`src/rtl/vga_pkg.sv`:
```
// Shared definitions for the VGA plot path: screen geometry, plot register
// address, the plot write payload and the blit FSM state encoding.
package vga_pkg;

    localparam int unsigned SCR_W = 160;
    localparam int unsigned SCR_H = 120;

    localparam logic [3:0] VGA_ADDR_PLOT = 4'd0;

    // One plot write: {pad, y, x, reserved, brightness}
    typedef struct packed {
        logic       pad;
        logic [6:0] y;
        logic [7:0] x;
        logic [7:0] rsvd;
        logic [7:0] brightness;
    } plot_word_t;

    typedef enum logic [1:0] {
        ST_IDLE  = 2'd0,
        ST_FETCH = 2'd1,
        ST_WRITE = 2'd2,
        ST_DONE  = 2'd3
    } blit_state_t;

    function automatic plot_word_t pack_plot(input logic [6:0] y,
                                             input logic [7:0] x,
                                             input logic [7:0] b);
        plot_word_t w;
        w.pad        = 1'b0;
        w.y          = y;
        w.x          = x;
        w.rsvd       = 8'h00;
        w.brightness = b;
        return w;
    endfunction

endpackage

```
`src/rtl/blit_raster_ctr.sv`:
```
// Raster-order col/row counter for an IMG_W x IMG_H source image.
// last_c flags the final pixel (col=IMG_W-1, row=IMG_H-1).
module blit_raster_ctr #(
    parameter int unsigned IMG_W = 28,
    parameter int unsigned IMG_H = 28,
    parameter int unsigned CW    = (IMG_W > 1) ? $clog2(IMG_W) : 1,
    parameter int unsigned RW    = (IMG_H > 1) ? $clog2(IMG_H) : 1
) (
    input  logic          clk,
    input  logic          reset,
    input  logic          clear,
    input  logic          advance,
    output logic [CW-1:0] col,
    output logic [RW-1:0] row,
    output logic          last_c
);

    localparam logic [CW-1:0] COL_MAX = CW'(IMG_W - 1);
    localparam logic [RW-1:0] ROW_MAX = RW'(IMG_H - 1);

    assign last_c = (col == COL_MAX) && (row == ROW_MAX);

    // Column wraps at the image width and carries into the row
    always_ff @(posedge clk or posedge reset) begin
        if (reset) begin
            col <= '0;
            row <= '0;
        end else if (clear) begin
            col <= '0;
            row <= '0;
        end else if (advance) begin
            if (col == COL_MAX) begin
                col <= '0;
                row <= (row == ROW_MAX) ? '0 : row + RW'(1);
            end else begin
                col <= col + CW'(1);
            end
        end
    end

endmodule

```
`src/rtl/vga_blit_master.sv`:
```
// Streams a raster-ordered grayscale image into Avalon-MM plot writes at a
// programmable screen origin, clipping off-screen pixels.
// Optional macro VGA_BLIT_SCALE2_EN: each source pixel becomes a 2x2 block.
module vga_blit_master
    import vga_pkg::*;
#(
    parameter int unsigned IMG_W = 28,
    parameter int unsigned IMG_H = 28
) (
    input  logic        clk,
    input  logic        reset,
    input  logic        start,
    input  logic [7:0]  x0,
    input  logic [6:0]  y0,
    output logic        busy,
    output logic        done,
    input  logic        pix_valid,
    input  logic [7:0]  pix_data,
    output logic        pix_ready,
    output logic [3:0]  vga_address,
    output logic        vga_write,
    output logic [31:0] vga_writedata,
    input  logic        vga_waitrequest
);

    localparam int unsigned CW = (IMG_W > 1) ? $clog2(IMG_W) : 1;
    localparam int unsigned RW = (IMG_H > 1) ? $clog2(IMG_H) : 1;

    blit_state_t   state, state_d;
    logic [7:0]    x0_q;
    logic [6:0]    y0_q;
    plot_word_t    wdata_q, wdata_d;
    logic          busy_d, done_d, ready_d, write_d;
    logic          org_ld, ctr_clr, ctr_adv;
    logic [CW-1:0] col;
    logic [RW-1:0] row;
    logic          last_c;

    assign vga_address   = VGA_ADDR_PLOT;
    assign vga_writedata = wdata_q;

    blit_raster_ctr #(
        .IMG_W (IMG_W),
        .IMG_H (IMG_H),
        .CW    (CW),
        .RW    (RW)
    ) u_ctr (
        .clk     (clk),
        .reset   (reset),
        .clear   (ctr_clr),
        .advance (ctr_adv),
        .col     (col),
        .row     (row),
        .last_c  (last_c)
    );

`ifdef VGA_BLIT_SCALE2_EN
    // Sub-pixel idx: bit0 = dx, bit1 = dy; write order is idx 0..3
    function automatic logic [3:0] sub_mask(input logic [9:0] bx, input logic [8:0] by);
        logic [3:0] m;
        for (int i = 0; i < 4; i++) begin
            m[i] = ((bx + 10'(i % 2)) < 10'(SCR_W)) && ((by + 9'(i / 2)) < 9'(SCR_H));
        end
        return m;
    endfunction

    function automatic logic [1:0] low_idx(input logic [3:0] m);
        if (m[0])      return 2'd0;
        else if (m[1]) return 2'd1;
        else if (m[2]) return 2'd2;
        else           return 2'd3;
    endfunction

    function automatic plot_word_t sub_word(input logic [9:0] bx, input logic [8:0] by,
                                            input logic [1:0] idx, input logic [7:0] b);
        return pack_plot(7'(by + 9'(idx[1])), 8'(bx + 10'(idx[0])), b);
    endfunction

    logic [9:0] bx, bx_q, bx_d;
    logic [8:0] by, by_q, by_d;
    logic [7:0] pix_q, pix_d;
    logic [3:0] mask_q, mask_d, fmask, rem_c;
    logic [1:0] sub_c;

    assign bx    = 10'(x0_q) + 10'({col, 1'b0});
    assign by    = 9'(y0_q) + 9'({row, 1'b0});
    assign fmask = sub_mask(bx, by);
    assign sub_c = low_idx(mask_q);
    assign rem_c = mask_q & ~(4'b0001 << sub_c);

    // Per-pixel block origin, brightness and pending sub-pixel mask
    always_ff @(posedge clk or posedge reset) begin
        if (reset) begin
            bx_q   <= '0;
            by_q   <= '0;
            pix_q  <= '0;
            mask_q <= '0;
        end else begin
            bx_q   <= bx_d;
            by_q   <= by_d;
            pix_q  <= pix_d;
            mask_q <= mask_d;
        end
    end
`else
    logic [8:0] sx;
    logic [7:0] sy;
    logic       on_c;

    assign sx   = 9'(x0_q) + 9'(col);
    assign sy   = 8'(y0_q) + 8'(row);
    assign on_c = (sx < 9'(SCR_W)) && (sy < 8'(SCR_H));
`endif

    // FSM state register
    always_ff @(posedge clk or posedge reset) begin
        if (reset) state <= ST_IDLE;
        else       state <= state_d;
    end

    // Next state, datapath controls and next registered outputs
    always_comb begin
        state_d = state;
        wdata_d = wdata_q;
        org_ld  = 1'b0;
        ctr_clr = 1'b0;
        ctr_adv = 1'b0;
`ifdef VGA_BLIT_SCALE2_EN
        bx_d    = bx_q;
        by_d    = by_q;
        pix_d   = pix_q;
        mask_d  = mask_q;
`endif
        case (state)
            ST_IDLE: begin
                if (start) begin
                    org_ld  = 1'b1;
                    ctr_clr = 1'b1;
                    state_d = ST_FETCH;
                end
            end
            ST_FETCH: begin
                if (pix_valid) begin
`ifdef VGA_BLIT_SCALE2_EN
                    if (fmask != 4'b0000) begin
                        state_d = ST_WRITE;
                        bx_d    = bx;
                        by_d    = by;
                        pix_d   = pix_data;
                        mask_d  = fmask;
                        wdata_d = sub_word(bx, by, low_idx(fmask), pix_data);
                    end else begin
                        ctr_adv = 1'b1;
                        state_d = last_c ? ST_DONE : ST_FETCH;
                    end
`else
                    if (on_c) begin
                        state_d = ST_WRITE;
                        wdata_d = pack_plot(7'(sy), 8'(sx), pix_data);
                    end else begin
                        ctr_adv = 1'b1;
                        state_d = last_c ? ST_DONE : ST_FETCH;
                    end
`endif
                end
            end
            ST_WRITE: begin
                if (!vga_waitrequest) begin
`ifdef VGA_BLIT_SCALE2_EN
                    if (rem_c != 4'b0000) begin
                        mask_d  = rem_c;
                        wdata_d = sub_word(bx_q, by_q, low_idx(rem_c), pix_q);
                    end else begin
                        mask_d  = 4'b0000;
                        ctr_adv = 1'b1;
                        state_d = last_c ? ST_DONE : ST_FETCH;
                    end
`else
                    ctr_adv = 1'b1;
                    state_d = last_c ? ST_DONE : ST_FETCH;
`endif
                end
            end
            ST_DONE: state_d = ST_IDLE;
            default: state_d = ST_IDLE;
        endcase
        busy_d  = (state_d == ST_FETCH) || (state_d == ST_WRITE);
        done_d  = (state_d == ST_DONE);
        ready_d = (state_d == ST_FETCH);
        write_d = (state_d == ST_WRITE);
    end

    // Registered outputs, origin latch and write payload
    always_ff @(posedge clk or posedge reset) begin
        if (reset) begin
            busy      <= 1'b0;
            done      <= 1'b0;
            pix_ready <= 1'b0;
            vga_write <= 1'b0;
            wdata_q   <= '0;
            x0_q      <= '0;
            y0_q      <= '0;
        end else begin
            busy      <= busy_d;
            done      <= done_d;
            pix_ready <= ready_d;
            vga_write <= write_d;
            wdata_q   <= wdata_d;
            if (org_ld) begin
                x0_q <= x0;
                y0_q <= y0;
            end
        end
    end

endmodule

```
`config.mk`:
```
export PLATFORM = sky130hd
export DESIGN_NAME = vga_blit_master
export DESIGN_NICKNAME = d
export VERILOG_FILES = /design/src/rtl/vga_pkg.sv /design/src/rtl/blit_raster_ctr.sv /design/src/rtl/vga_blit_master.sv
export SDC_FILE = /design/constraint.sdc
export NUM_CORES = 1
export LEC_CHECK = 0
export ABC_CLOCK_PERIOD_IN_PS = 3200
export CORE_ASPECT_RATIO = 0.7
export CORE_UTILIZATION = 25
export DETAILED_ROUTE_END_ITERATION = 10
export SKIP_LAST_GASP = 1
export SLEW_MARGIN = 20
export SYNTH_ARGS = -nofsm -noshare
export SYNTH_HDL_FRONTEND = slang
export SYNTH_SLANG_ARGS = --single-unit
export TNS_END_PERCENT = 10
```
`constraint.sdc`:
```
create_clock -name clk -period 3.2 [get_ports clk]
set_clock_uncertainty 0.05 [all_clocks]
set_input_delay 0.48 -clock clk [delete_from_list [all_inputs] [get_ports clk]]
set_output_delay 0.48 -clock clk [all_outputs]
set_load 0.02 [all_outputs]
```
==> After elaboration in Yosys (flattened, before gate mapping) <==
Index checks and enable logic that the tools add are counted.
{ "totals": {"reg_bits": 54, "latch_bits": 0, "mem_bits_rw": 0, "rom_bits": 0, "mem_count": 0} }
{ "classes": {"addsub": 4, "n_mul": 0, "n_div": 0, "order_cmp": 2, "eq_ne": 8, "shift": 0, "n_mux": 19, "bitwise_logic": 0, "reduce_logical": 8} }
{ "op_table": {"columns": ["operator", "n"], "rows": [
  ["$mux 5", 7],
  ["$add 5x1->5 const B", 2],
  ["$eq 5x5->1 const B", 2],
  ["$mux 2", 5],
  ["$add 8x5->9", 1],
  ["$lt 9x8->1 const B", 1],
  ["$add 7x5->8", 1],
  ["$eq 2x2->1 const B", 4],
  ["$lt 8x7->1 const B", 1],
  ["$pmux 2 s4", 1],
  ["$mux 1", 5],
  ["$eq 2x1->1 const B", 2],
  ["$reduce_bool 2->1", 2],
  ["$reduce_and 3->1", 1],
  ["$logic_and 1x1->1", 2],
  ["$logic_not 2->1", 1],
  ["$pmux 1 s2", 1],
  ["$reduce_and 2->1", 1],
  ["$logic_or 1x1->1", 1]
]} }

==> Longest topological paths before layout <==
Gate-level depths: netlist of run 1.
{ "depth": {"depth_word": 8, "mapped_depth": 12, "depth_no_buf": 12} }

==> Hierarchy <==
A second synthesis of run 1 with hierarchy kept.
{ "unflattened": {"cells_unflattened": 268, "area_unflattened_um2": 3139.3} }
{ "by_module_without_submodules": {"columns": ["module", "instances", "cells_each", "area_each_um2", "seq_area_each_um2"], "rows": [
  ["vga_blit_master", 1, 211, 2577.5, 1101.1],
  ["blit_raster_ctr", 1, 57, 561.8, 250.2]
]} }

==> Worst setup path after synthesis of run 1 <==
Ideal clock, no wire load.
{ "synth_path": {"kind": "register to register", "start": "register u_ctr.col[0]", "end": "register busy", "setup_ns": 0.113, "arrival_time_ns": 2.568, "path_slack_ns": 0.469, "stages_incl_launch_ff": 13, "path_buffers": 0, "cell_sequence": "dfrtp_1 -> ha_1 -> inv_1 -> fa_1 -> nor2b_1 -> or4_1 -> o22ai_2 -> a2111oi_2 -> nand2_2 -> a31oi_1 -> o31ai_1 -> ha_1 -> inv_1"} }
{ "synth_via": {"elab_chain_len": 8, "elab_cells_between_ends": 13} }
{ "synth_lines": {"columns": ["element", "line", "rtl"], "rows": [
  ["from (decl)", "blit_raster_ctr.sv:13", "output logic [CW-1:0] col,"],
  ["from (signal assigned)", "blit_raster_ctr.sv:36", "col <= col + CW'(1);"],
  ["$add 8x5->9 / $eq 5x5->1 (equally long branches)", "vga_blit_master.sv:110, blit_raster_ctr.sv:21", null],
  ["$lt 9x8->1 / $logic_and 1x1->1 (equally long branches)", "vga_blit_master.sv:112, blit_raster_ctr.sv:21", null],
  ["$logic_and 1x1->1 / $mux 2 (equally long branches)", "vga_blit_master.sv:112, vga_blit_master.sv:162, vga_blit_master.sv:180", null],
  ["$mux 2", "vga_blit_master.sv:157", "if (on_c) begin"],
  ["$mux 2", "vga_blit_master.sv:143", "if (pix_valid) begin"],
  ["$pmux 2 s4 (*)", "vga_blit_master.sv:134", "case (state)"],
  ["$eq 2x1->1 / $eq 2x2->1 (equally long branches)", "vga_blit_master.sv:187", "busy_d = (state_d == ST_FETCH) || (state_d == ST_WRITE);"],
  ["$logic_or 1x1->1 (*)", "vga_blit_master.sv:187", null],
  ["named net busy_d", "vga_blit_master.sv:33", "logic busy_d, done_d, ready_d, write_d;"],
  ["to (signal assigned)", "vga_blit_master.sv:204", "busy <= busy_d;"],
  ["to (decl)", "vga_blit_master.sv:15", "output logic busy,"]
]} }
Mark *: on every way through the listed nets, which the timed path passes. The rest lies on a longest branch.
A chain may end at the register's enable or synchronous reset.

==> Worst setup path after layout of run 1 <==
Ends and elaborated chain as after synthesis.

==> results.tsv, run 1 <==
stage	metric	value	unit
synth	sequential element share of the synthesized area	0.4194	
synth	xor-xnor portion of the synthesized cell area	0.02990	
floorplan	CORE AREA	12510	µm²
cells_and_area	layout cells sized above 1	0.1050	
cells_and_area	Area Growth Syn to Fin	27.03	%
synth	asr flop ratio synth	1.000	
synth	post-synth cell types	61	
clock_tree	Reg clk slew, reported paths	0.07	ns
clock_tree	CTS Buffer Depth	2	
global_route	global-route wire length before repair	11500	µm
place	IO Port Bufs	54	
place	gpl congestion	0.7861	
timing	Tcrit/Tclk final	0.9342	
timing	Slew Limit Fails	0	
synth	synthesized area	3222	µm²
clock_tree	cts repair resizes	0	
global_route	vias in the first global route	2334	
power_and_ir_drop	Flop pwr share	0.324	
power_and_ir_drop	PwrDens	869.6	nW/µm²
clock_tree	Num CTS Buffers	5	
floorplan	Die Y-Extent	96.98	µm
setup_path	CP endpoint kind	register	
synth	Synth Area per Inst	10.46	µm²
drt	DR vias/cell	4.452	
power_and_ir_drop	Pleak	1.839	nW
setup_path	worst stage delay on the critical path	0.45	ns
place	HPWL after detailed placement	5218	µm
timing	Final Hold Viols	0	
synth	mux contribution to synthesized area	0.1130	
synth	share of the synthesized area in the top cell type	0.4194	
hold_path	worst min path class	register to register	
synth	Synth Register Bits	54	
drt	starting DRC count in detailed routing	144	
setup_path	WS Path Type	register to register	
synth	most common cell in the netlist	dfrtp_1	
timing	worst slew pin tran	0.6410	ns
cells_and_area	final layout net count	410	
setup_path	WP data required	3.35	ns
floorplan	number of core rows	34	
synth	post-synthesis simple-gate area fraction	0.1511	
power_and_ir_drop	Switching Fraction	0.3642	
synth	Top FF cell, synth	dfrtp_1	
clock_tree	Clock Latency Late Sink	0.30	ns
setup_path	crit-path max FO	6	
timing	min setup slack post-route	0.2104	ns
power_and_ir_drop	Logic pwr share	0.474	
drt	final WL	7197	µm
clock_tree	CTS tree	yes	
floorplan	Die Wd	137.7	µm
synth	largest family of logic cells by synthesized area	simple AND/OR/NAND/NOR gates	
power_and_ir_drop	clock network fraction of total power	0.202	
timing	max frequency	334.5	MHz
floorplan	die area	13350	µm²
clock_tree	clk sinks	54	
synth	largest area contributor in the netlist	dfrtp_1	
power_and_ir_drop	Internal Power	2.263	mW
power_and_ir_drop	Tot Pwr	3.559	mW
place	pre-CTS setup slack	0.1540	ns
run	Max Cap Viol	0	
synth	top post-synthesis cells by area	dfrtp_1 (42%), mux2_4 (8.4%), ha_1 (7.4%), nand2_1 (5.5%), buf_4 (3.0%)	
timing	Finish-stage setup viols	0	
setup_path	CP arrival	3.14	ns
global_route	largest net degree at the start of global routing	29	
synth	number of synthesized flops with an enable pin	0	
clock_tree	CTS Root Cell	clkbuf_16	
synth	YS warnings	0	
floorplan	initial core utilization	0.2576	
drt	DR vias	2333	
cells_and_area	diodes inserted	0	
global_route	Total Routing Usage GR	0.1125	
floorplan	# IOs	68	
drt	antenna-violating nets left	0	
global_route	initial antenna violation count	0	
run_status	status	finished clean	
clock_tree	hold-fix buffers at CTS	0	
setup_path	crit-path cells	ha_1, inv_1, fa_1, nor2b_1, or4_1, o22ai_2, a2111oi_4, nand2_2, a31oi_1, o31ai_1, ha_1, inv_1	
synth	Synth Area in Adders	0.08621	
setup_path	CP max-delay cell	dfrtp_1	
timing	Max transition margin	0.5727	
drt	routed length per instance	13.73	µm
clock_tree	Setup Buffers After CTS	0	
setup_path	CP startpoint kind	register	
timing	minimum clock period	2.990	ns
drt	DR pass1 iterations	5	
power_and_ir_drop	Psw	1.296	mW
clock_tree	H-Tree Depth	2	
power_and_ir_drop	VDD IR max	415.6	µV
synth	Compound-Gate Fraction of Synth Area	0.1200	
timing	unrepaired setup endpoints after global routing	false	
synth	Post-synth top cells	dfrtp_1 (54), nand2_1 (47), inv_1 (21)	
global_route	Overflow after GRT	0	
timing	Final TNS setup	0	ns
synth	Post-Synthesis Cells	308	
drt	DRC Markers	0	
## logic make-up (layout without fill, tap and decap cells)
group	Yosys count	in the layout
other cells	1	13
xor+xnor	11	11
compound gates	53	53
fa+ha+maj	21	21
simple gates	97	97
buf+inv	44	86
flops	54	54
mux	27	27
## metal layers
metal / routed length, µm / track usage
met1: 3736 / 0.1619
met2: 2933 / 0.1573
met3: 440 / 0.03354
met4: 86 / 0.03888
met5: 0 / 0
## power groups by stage
stage / Sequential (mW) / Clock (mW) / Combinational, mW
after floorplan: 1.31 / 0 / 0.974
after global placement: 1.17 / 0 / 1.65
after detailed placement: 1.16 / 0 / 1.68
after CTS: 1.15 / 0.749 / 1.70
after global routing: 1.19 / 0.769 / 1.86
final: 1.15 / 0.720 / 1.69
## cell usage in the layout, fill, tap and decap left out, types with 3 or more instances in the layout
cell type        synthesis  layout
conb_1                   1      13
o21ai_0                 11      11
clkbuf_16                0       5
nand2_1                 47      47
nand4_1                  4       4
dfrtp_1                 54      54
xnor2_1                  9       9
nor2_1                  10      10
a21o_1                   3       3
a21oi_1                  9       9
and2_1                   3       3
clkdlybuf4s50_1          0      54
ha_1                    19      19
nor3_1                   3       3
inv_1                   21      20
mux2_1                   3       3
nor2b_1                  6       6
nand3_1                  6       6
a31oi_1                  6       6
mux2i_1                  6       6
mux2_4                  18      18
## layout make-up
| type | count | area [µm²] |
|---|---|---|
| multi-input combinational | 222 | 1673 |
| tap | 162 | 202.7 |
| sequential | 54 | 1351 |
| clock buffer | 6 | 138.9 |
| clock inverter | 2 | 60.06 |
| fill | 1267 | 8414 |
| timing repair buffer | 57 | 588.1 |
| inverter | 21 | 78.83 |
## through the flow
stage | area [µm²] | utilization | std cells | hold WS (ns)
2_1_floorplan | 3267 | - | 320 | 0.4023
3_3_place_gp | 3881 | 0.3103 | 516 | 0.4235
6_report | 4093 | 0.3272 | 524 | 0.4388
5_1_grt | 4093 | 0.3272 | 524 | 0.4663
4_1_cts | 4080 | 0.3262 | 524 | 0.4437
3_5_place_dp | 3881 | 0.3103 | 516 | 0.4253
## final timing paths
check	start	end	slack, ns	cells past startpoint
setup / recovery	u_ctr.col[0]	busy	0.21	12
hold / removal	y0_q[0]	y0_q[0]	0.44	2
setup reg to reg	u_ctr.col[0]	busy	0.21	12
hold reg to reg	y0_q[0]	y0_q[0]	0.44	2
max in group asynchronous	reset	x0_q[6]	1.99	3
min in group asynchronous	reset	vga_writedata[0]	0.53	2
## flip-flops by register name, indices dropped and copies added (netlist names)
| signal | cells |
|---|---|
| vga_writedata | 23 |
| u_ctr.row | 5 |
| busy | 1 |
| y0_q | 7 |
| done | 1 |
| x0_q | 8 |
| u_ctr.col | 5 |
| state | 2 |
| pix_ready | 1 |
| vga_write | 1 |
## critical path: cells and delay by family (launching register included)
kind            cells  cell delay [ns]
fa+ha+maj           3             0.91
compound gates      4             0.87
simple gates        3             0.52
flops               1             0.45
buf+inv             2             0.08
(Power assumes the default switching activity.)
==> inputs of run 2 (changes only) <==
--- a/config.mk
+++ b/config.mk
@@ -5,10 +5,12 @@
 export SDC_FILE = /design/constraint.sdc
 export NUM_CORES = 1
 export LEC_CHECK = 0
-export ABC_CLOCK_PERIOD_IN_PS = 3200
+export ABC_CLOCK_PERIOD_IN_PS = 2700
 export CORE_ASPECT_RATIO = 0.7
-export CORE_UTILIZATION = 25
+export CORE_MARGIN = 3
+export CORE_UTILIZATION = 46
 export DETAILED_ROUTE_END_ITERATION = 10
+export PLACE_DENSITY = 0.76
 export SKIP_LAST_GASP = 1
 export SLEW_MARGIN = 20
 export SYNTH_ARGS = -nofsm -noshare
==> constraint.sdc (replaced) <==
create_clock -name clk -period 2.7 [get_ports clk]
set_clock_uncertainty 0.05 [all_clocks]
set_input_delay 0.405 -clock clk [delete_from_list [all_inputs] [get_ports clk]]
set_output_delay 0.405 -clock clk [all_outputs]
set_load 0.02 [all_outputs]
==> run 2 against run 1 <==
The run now ends with negative setup slack left. Wire length increased by 3.5%. Fmax increased by 4.3%. Register-to-register slack got worse by 0.38 ns. Global-route usage increased by 7.6 points. Combinational power increased by 37%. Critical endpoint unchanged. Highest routed layer unchanged.
==> results.tsv, run 2 (synthesis results as in run 1) <==
stage	metric	value	unit	change
setup_path	CP arrival	3.05	ns	was 3.14 ns
setup_path	Worst R2R Start	u_ctr.col[0]		unchanged
power_and_ir_drop	Switching Fraction	0.3870		was 0.3642
floorplan	number of core rows	24		was 34
place	HPWL after detailed placement	5306	µm	was 5218 µm
drt	DR vias/cell	5.134		was 4.452
global_route	initial antenna violation count	0		unchanged
setup_path	crit-path cells	ha_2, inv_2, fa_2, nor2b_2, buf_6, o2111ai_4, a31oi_4, a2111oi_4, nand2_2, buf_6, a31oi_4, o31ai_2, ha_1, inv_1		was ha_1, inv_1, fa_1, nor2b_1, or4_1, o22ai_2, a2111oi_4, nand2_2, a31oi_1, o31ai_1, ha_1, inv_1
floorplan	Die Wd	106.0	µm	was 137.7 µm
clock_tree	Reg clk slew, reported paths	0.11	ns	was 0.07 ns
setup_path	CP max-delay cell	a2111oi_4		was dfrtp_1
setup_path	worst stage delay on the critical path	0.43	ns	was 0.45 ns
floorplan	die area	8060	µm²	was 13350 µm²
clock_tree	H-Tree Depth	2		unchanged
global_route	Total Routing Usage GR	0.1884		was 0.1125
floorplan	Die Y-Extent	76.02	µm	was 96.98 µm
cells_and_area	most frequent cells in the layout	dfrtp_1 (54), clkdlybuf4s50_1 (54), nand2_1 (47)		unchanged
global_route	vias in the first global route	2527		was 2334
run_status	status	complete, but fails checks		was finished clean
cells_and_area	final layout net count	443		was 410
timing	max frequency	348.9	MHz	was 334.5 MHz
run	Max Cap Viol	0		unchanged
power_and_ir_drop	PwrDens	984.3	nW/µm²	was 869.6 nW/µm²
timing	Finish-stage setup viols	31		was 0
drt	starting DRC count in detailed routing	114		was 144
drt	DR vias	2495		was 2333
drt	DR pass1 iterations	4		was 5
setup_path	WS Path Type	register to register		unchanged
power_and_ir_drop	Psw	1.638	mW	was 1.296 mW
timing	Max transition margin	0.5936		was 0.5727
timing	Final Hold Viols	0		unchanged
timing	Slew Limit Fails	0		unchanged
setup_path	CP endpoint kind	register		unchanged
run_status	failing checks	negative setup slack		
power_and_ir_drop	Internal Power	2.595	mW	was 2.263 mW
timing	minimum clock period	2.866	ns	was 2.990 ns
place	pre-CTS setup slack	-0.1320	ns	was 0.1540 ns
power_and_ir_drop	Logic pwr share	0.546		was 0.474
drt	routed length per instance	15.33	µm	was 13.73 µm
clock_tree	Num CTS Buffers	5		unchanged
power_and_ir_drop	Flop pwr share	0.317		was 0.324
cells_and_area	final cell count without fillers	486		was 524
floorplan	initial core utilization	0.4967		was 0.2576
cells_and_area	register area	1351	µm²	unchanged
clock_tree	clk sinks	54		unchanged
hold_path	worst min path class	primary input to asynchronous set/reset pin		was register to register
cells_and_area	post-layout util	0.6630		was 0.3272
timing	unrepaired setup endpoints after global routing	true		was false
drt	DRC Markers	0		unchanged
power_and_ir_drop	Tot Pwr	4.233	mW	was 3.559 mW
setup_path	crit-path max FO	2		was 6
power_and_ir_drop	Pleak	1.978	nW	was 1.839 nW
clock_tree	Clock Latency Late Sink	0.32	ns	was 0.30 ns
cells_and_area	max reg flops	23		unchanged
place	placed insts	467		was 516
clock_tree	CTS tree	yes		unchanged
power_and_ir_drop	clock network fraction of total power	0.136		was 0.202
drt	final WL	7448	µm	was 7197 µm
cells_and_area	fill cell count	541		was 1267
power_and_ir_drop	VDD IR max	503.8	µV	was 415.6 µV
cells_and_area	area taken by multi-input logic gates	1760	µm²	was 1673 µm²
setup_path	WP data required	2.88	ns	was 3.35 ns
cells_and_area	Area Growth Syn to Fin	33.48	%	was 27.03%
timing	min setup slack post-route	-0.1663	ns	was 0.2104 ns
place	IO Port Bufs	54		unchanged
floorplan	CORE AREA	6486	µm²	was 12510 µm²
drt	antenna-violating nets left	0		unchanged
global_route	largest net degree at the start of global routing	33		was 29
global_route	global-route wire length before repair	12250	µm	was 11500 µm
setup_path	FF-to-FF path depth	14		was 12
setup_path	CP startpoint kind	register		unchanged
clock_tree	CTS Root Cell	clkbuf_8		was clkbuf_16
cells_and_area	layout cells sized above 1	0.2152		was 0.1050
place	gpl congestion	0.8247		was 0.7861
clock_tree	CTS Buffer Depth	2		unchanged
setup_path	CP Launch Point	u_ctr.col[0]		unchanged
global_route	Overflow after GRT	0		unchanged
timing	Tcrit/Tclk final	1.062		was 0.9342
floorplan	# IOs	68		unchanged
timing	worst slew pin tran	0.6096	ns	was 0.6410 ns
clock_tree	hold-fix buffers at CTS	0		unchanged
cells_and_area	diodes inserted	0		unchanged
==> run 2: changes by cell type in the layout (fill, tap and decap cells not counted), moves of 2 or more <==
cell / previous run / this run
inv_6: 0 / 2
buf_6: 0 / 3
ha_2: 0 / 4
a31oi_1: 6 / 4
clkbuf_8: 1 / 5
buf_4: 1 / 28
clkbuf_16: 5 / 0
ha_1: 19 / 15
a31oi_4: 0 / 2
buf_12: 2 / 4
==> run 2: path summary, 6_finish.rpt <==
path                                          end  slack [ns]
worst max register to register               busy       -0.17
min in group clk                          x0_q[2]        0.44
worst min register to register            x0_q[2]        0.44
worst min-delay path            vga_writedata[24]        0.36
max in group asynchronous            u_ctr.row[3]        1.69
worst max-delay path                         busy       -0.17
==> run 2: timing repair <==
item | 4_1_cts | 5_1_grt
setup endpoints to repair | 30 | 38
pin swaps | 8 | 10
resized for setup | 15 | 8
buffers inserted | 8 | 4
gates cloned | 0 | 0
==> run 2: worst max-delay path: cells and delay by family, from the launching register on <==
kind,cells,cell delay [ns]
adders and majority gates,3,0.68
buffers and inverters,4,0.36
AOI/OAI and AO/OA,5,1.04
and+or+nand+nor,2,0.22
DFF,1,0.41
==> run 2: layer usage <==
metal	share of wire	track usage	wire, µm	vias to the layer above
met2	0.49	0.3130	3681	77
met4	0.014	0.06080	102	0
met1	0.44	0.2435	3264	1196
li1	-	-	-	1213
met3	0.053	0.04488	398	9
met5	0	0	0	-
==> run 2: area by class of cell <==
| type | instances | area share |
|---|---|---|
| Multi-Input combinational cell | 222 | 0.4094 |
| Sequential cell | 54 | 0.3142 |
| Timing Repair Buffer | 90 | 0.2045 |
| Tap cell | 91 | 0.02648 |
| Inverter | 21 | 0.01833 |
| Clock buffer | 5 | 0.01600 |
| Clock inverter | 3 | 0.01106 |
==> run 2: power groups by stage <==
stage / Clock [mW] / Sequential (mW) / Combinational, mW
2_1_floorplan: 0 / 1.55 / 1.17
3_3_place_gp: 0 / 1.35 / 2.07
3_5_place_dp: 0 / 1.36 / 2.13
4_1_cts: 0.592 / 1.34 / 2.28
5_1_grt: 0.613 / 1.39 / 2.50
6_report: 0.578 / 1.34 / 2.31
==> run 2: stage by stage <==
step,TNS (ns),area [µm²],hold slack (ns)
6_report,-3.149,4300,0.3611
5_1_grt,-7.795,4300,0.4037
4_1_cts,-1.515,4234,0.3749
3_5_place_dp,-1.497,3983,0.4238
3_3_place_gp,-0.02448,3983,0.4208
2_1_floorplan,0,3279,0.4023
